## config.mk

```make
export PLATFORM = sky130hd
export DESIGN_NAME = pc_sequencer
export DESIGN_NICKNAME = d
export VERILOG_FILES = /design/src/rtl/pc_sequencer.sv
export SDC_FILE = /design/constraint.sdc
export NUM_CORES = 1
export LEC_CHECK = 0
export CAP_MARGIN = 30
export CORE_ASPECT_RATIO = 0.5
export CORE_MARGIN = 4
export CORE_UTILIZATION = 44
export CTS_CLUSTER_SIZE = 40
export DETAILED_ROUTE_END_ITERATION = 10
export PLACE_DENSITY = 0.95
export SYNTH_ARGS = -nofsm -noshare
export SYNTH_HDL_FRONTEND = slang
export SYNTH_SLANG_ARGS = --single-unit
```

## constraint.sdc

```tcl
create_clock -name clk -period 5.06 [get_ports clk]
set_input_delay 1.012 -clock clk [delete_from_list [all_inputs] [get_ports clk]]
set_output_delay 1.012 -clock clk [all_outputs]
set_load 0.02 [all_outputs]
```

## src/rtl/pc_sequencer.sv

```systemverilog
// pc_sequencer: next-PC selection with redirect, trap, trap-return and halt control
// Ports: clk; reset (async, active-low); pc current PC; stall holds PC;
//   branch_taken/branch_target and jump/jump_target redirect requests;
//   trap_req, eret, halt control requests; pcNext combinational next PC;
//   flush, epc, cause, status, in_trap registered control and trap state.
module pc_sequencer #(
  parameter logic [31:0] RESET_VEC = 32'h0000_0000,
  parameter logic [31:0] TRAP_VEC = 32'h0000_0080
) (
  input  logic        clk,
  input  logic        reset,
  input  logic [31:0] pc,
  input  logic        stall,
  input  logic        branch_taken,
  input  logic [31:0] branch_target,
  input  logic        jump,
  input  logic [31:0] jump_target,
  input  logic        trap_req,
  input  logic        eret,
  input  logic        halt,
  output logic [31:0] pcNext,
  output logic        flush,
  output logic [31:0] epc,
  output logic [1:0]  cause,
  output logic [1:0]  status,
  output logic        in_trap
);
  typedef enum logic [1:0] {RUN = 2'd0, REDIRECT = 2'd1, HALTED = 2'd2} state_t;
  state_t state, state_d;
  logic [31:0] pc_d, epc_d, tgt;
  logic [1:0] cause_d;
  logic trap_d, redir, misal, trap_ev;
  // jump outranks branch, so only the target actually selected is alignment-checked
  assign tgt = jump ? jump_target : branch_target;
  assign redir = jump | branch_taken;
  assign misal = redir & (tgt[1:0] != 2'b00);
  assign trap_ev = trap_req | misal;
  always_comb begin
    state_d = RUN;
    pc_d = pc + 32'd4;
    epc_d = epc;
    cause_d = cause;
    trap_d = in_trap;
    if (state == HALTED) begin
      state_d = HALTED;
      pc_d = pc;
      if (trap_req && !in_trap) begin
        state_d = REDIRECT;
        pc_d = TRAP_VEC;
        epc_d = pc;
        cause_d = 2'd1;
        trap_d = 1'b1;
      end
    end else if (trap_ev && in_trap) begin
      // a trap inside the handler is unrecoverable: freeze until reset
      state_d = HALTED;
      pc_d = pc;
      cause_d = 2'd3;
    end else if (trap_ev) begin
      state_d = REDIRECT;
      pc_d = TRAP_VEC;
      epc_d = pc;
      cause_d = trap_req ? 2'd1 : 2'd2;
      trap_d = 1'b1;
    end else if (eret && in_trap) begin
      state_d = REDIRECT;
      pc_d = epc;
      cause_d = 2'd0;
      trap_d = 1'b0;
    end else if (redir) begin
      state_d = REDIRECT;
      pc_d = tgt;
    end else if (halt) begin
      state_d = HALTED;
      pc_d = pc;
    end else if (stall) begin
      pc_d = pc;
    end
  end
  always_ff @(posedge clk or negedge reset) begin
    if (!reset) begin
      state <= RUN;
      epc <= 32'd0;
      cause <= 2'd0;
      in_trap <= 1'b0;
    end else begin
      state <= state_d;
      epc <= epc_d;
      cause <= cause_d;
      in_trap <= trap_d;
    end
  end
  assign pcNext = reset ? pc_d : RESET_VEC;
  assign flush = state == REDIRECT;
  assign status = state;
endmodule

```

==> run_results.csv <==
group,metric,value,unit
cts,clk_pin_slew,0.06,ns
global_routing,grt_most_used_layer,"met2",
floorplanning,fp-row-count,22,
critical_path,start_kind,"primary input",
timing,max-slew-margin-rel,0.417,
critical_path,slowest_stage,"clkdlybuf4s50_1",
critical_path,required,4.05,ns
global_routing,antenna_found_initial,0,
global_routing,grt_use_met3,0.0859,
timing,rsz0062_at_grt,"no",
cts,cts-root-buf,"clkbuf_16",
final_layout,drive_above_1_share,0.144,
global_routing,grt_pass1_vias,4697,
route,first_pass_iters,5,
placed_design,port_buffers,173,
floorplanning,start_util,0.462,
route,drt_iter0_drc,856,
timing,setup_viol,0,
timing,tns,0,ns
cts,cts.sinks,37,
critical_path,cp_common_cell,"clkdlybuf4s50_1",
cts,cts_buffer_depth,2,
power_and_ir_drop,vdd_drop_max,0.000177,V
placed_design,hpwlAfterDp,11900,µm
final_layout,area_delta_synth_final,62.9,%
global_routing,use_met2,0.520,
route,post-route-drc-count,0,
critical_path,crit_path_end_kind,"primary output",
critical_path,path_delay_family,"buffers and inverters",
status,status,"complete, no violations",
global_routing,met1_usage,0.392,
yosys,async_reset_ff_frac,1.00,
route,finalWirelength,16000,µm
cts,worstSkewPairLatency,0.29,ns
min_path,hp-class,"flip-flop to flip-flop",
global_routing,grt_overflow,0,
timing,fin_crit_sh,0.985,
power_and_ir_drop,powerDensity,339,nW/µm²
placed_design,place.gp.congestion,1.00,
final_layout,nFillCells,498,
critical_path,arrival,3.97,ns
yosys,postSynthAreaPerCell,8.05,µm²
critical_path,cp_max_fo,6,
floorplanning,die_area,9430,µm²
floorplanning,die_x,133,µm
job,drv_cap,0,
yosys,synth.distinct_cells,65,
timing,skew,0.00580,ns
route,drtAntennaViolNets,0,
yosys,seq_area_frac_synth,0.268,
yosys,synth_edf_count,0,
yosys,synthTopCellsByCount,"dfrtp_1, nand2_1, mux2_2, nor2_1, o21ai_0",
final_layout,multi_input_area,2350,µm²
yosys,synth_top_area_cell,"dfrtp_1",
final_layout,nets,715,
critical_path,path_buf_inv,3,
floorplanning,pin_count,174,
yosys,yosysMostFrequentCell,"dfrtp_1",
yosys,synth.top_cell.area_share,0.268,
global_routing,grt_usage,0.318,
route,vias,4866,
final_layout,diodes,0,
floorplanning,die_h,70.7,µm
yosys,yosysWarningCount,0,
critical_path,path_cells,"clkdlybuf4s50_1 > ha_1 > and4bb_2 > nand4_1 > buf_4 > nor4_1 > a211o_1 > a22o_1 > clkdlybuf4s50_1",
floorplanning,coreArea,7490,µm²
yosys,synthFlopType,"dfrtp_1",
yosys,syn_nets,535,
yosys,ys_seq_elements,37,
final_layout,seqCellArea,926,µm²
yosys,postSynthCellCount,430,
yosys,synthesis.area,3460,µm²
power_and_ir_drop,p_leak,0.00212,µW
timing,hold_viol,0,
global_routing,grt_max_degree,32,
timing,holdWs,0.510,ns
timing,period_minus_slack,4.99,ns
route,wl_per_cell,22.2,µm
global_routing,grt_pass1_wl,24300,µm
critical_path,max_stage_delay,0.60,ns
timing,finalMaxSlewViolations,0,
yosys,synthTopCellsByArea,"dfrtp_1, mux2_2, o21ai_0",
cts,numCtsBuffers,5,
cts,tritoncts,"built",
timing,layout_setup_ws,0.0740,ns
critical_path,path_class,"primary input to primary output",
timing,max_slew.worst_pin.slew,0.874,ns
placed_design,place_ws,0.111,ns
route,via_per_inst,6.77,
timing,fmax,201,MHz
cts,cts.htree.levels,2,
[area by class of cell]
cell class / instances / area share
multi-input combinational: 347 / 0.417
timing repair buffer: 206 / 0.355
sequential: 37 / 0.164
clock buffer: 6 / 0.0246
tap: 108 / 0.0240
inverter: 13 / 0.00866
clock inverter: 2 / 0.00666
[timing repair]
action / in CTS / in global routing
setup buffers: 0 / 0
setup endpoints to repair: 0 / 3
resized for setup: 0 / 2
hold buffers: 0 / 0
[placed cells by master, fill, tap and decap left out, types with 5 or more instances in the layout]
cell type / instances
nor3_1: 13
o21ai_0: 29
and2_1: 6
o211ai_1: 8
a21oi_1: 24
a221o_1: 7
nor4_1: 7
a31oi_1: 7
and4_1: 6
a32oi_1: 6
nor2_1: 30
nand3_1: 13
clkbuf_16: 5
nand4_1: 7
mux2_2: 31
clkdlybuf4s50_1: 171
o31ai_1: 9
nand2_1: 33
o22ai_1: 21
dfrtp_1: 37
buf_4: 31
a21o_1: 5
inv_1: 12
[worst register-to-register path, stage by stage, from the launching register on]
cell	delay, ns
dfrtp_1	0.41
nand2b_1	0.31
nor2_1	0.10
a21o_1	0.28
nor2_2	0.73
buf_12	0.27
mux2_2	0.36
[cells by family (layout without fill, tap and decap cells)]
family                     Yosys count  after routing  share of synthesized area
xor gates and xnor gates             7              7                     0.0177
buffers and inverters               46            227                     0.0561
muxes                               35             35                      0.113
and+or+nand+nor                    139            139                      0.208
AOI/OAI and AO/OA                  165            165                      0.334
adders and majority gates            1              1                    0.00362
DFF                                 37             37                      0.268
[report_power, final]
group / leakage [µW] / switching, µW / internal (µW)
combinational: 0.00161 / 511 / 511
clock: 0.0000831 / 137 / 246
sequential: 0.000427 / 98.2 / 410
total: 0.00212 / 746 / 1170
[stage by stage]
stage          total power, µW  utilization  cells  area [µm²]
3_5_place_dp              1510        0.728    711        5450
3_3_place_gp              1480        0.728    711        5450
5_1_grt                   1990        0.753    719        5640
4_1_cts                   1900        0.752    719        5630
2_1_floorplan              981            -    430        3460
6_report                  1910        0.753    719        5640
[per-layer routing]
layer | up-vias | routed length, µm
met5 | - | 0
met4 | 0 | 877
met3 | 111 | 1950
met2 | 458 | 7280
met1 | 2247 | 5880
li1 | 2050 | -
[worst paths after layout]
kind | from | depth (start not counted) | to | slack [ns]
hold / removal | epc[20] | 1 | epc[20] | 0.51
setup / recovery | pc[2] | 9 | pcNext[30] | 0.07
min in group asynchronous | reset | 1 | epc[8] | 0.61
max in group asynchronous | reset | 2 | epc[23] | 3.70
hold reg to reg | epc[20] | 1 | epc[20] | 0.51
setup reg to reg | status[1] | 6 | epc[22] | 2.48
[state kept, by name (all words and copies together) (netlist names)]
register  cells
in_trap       1
status        2
epc          32
cause         2
(Power assumes the default switching activity.)
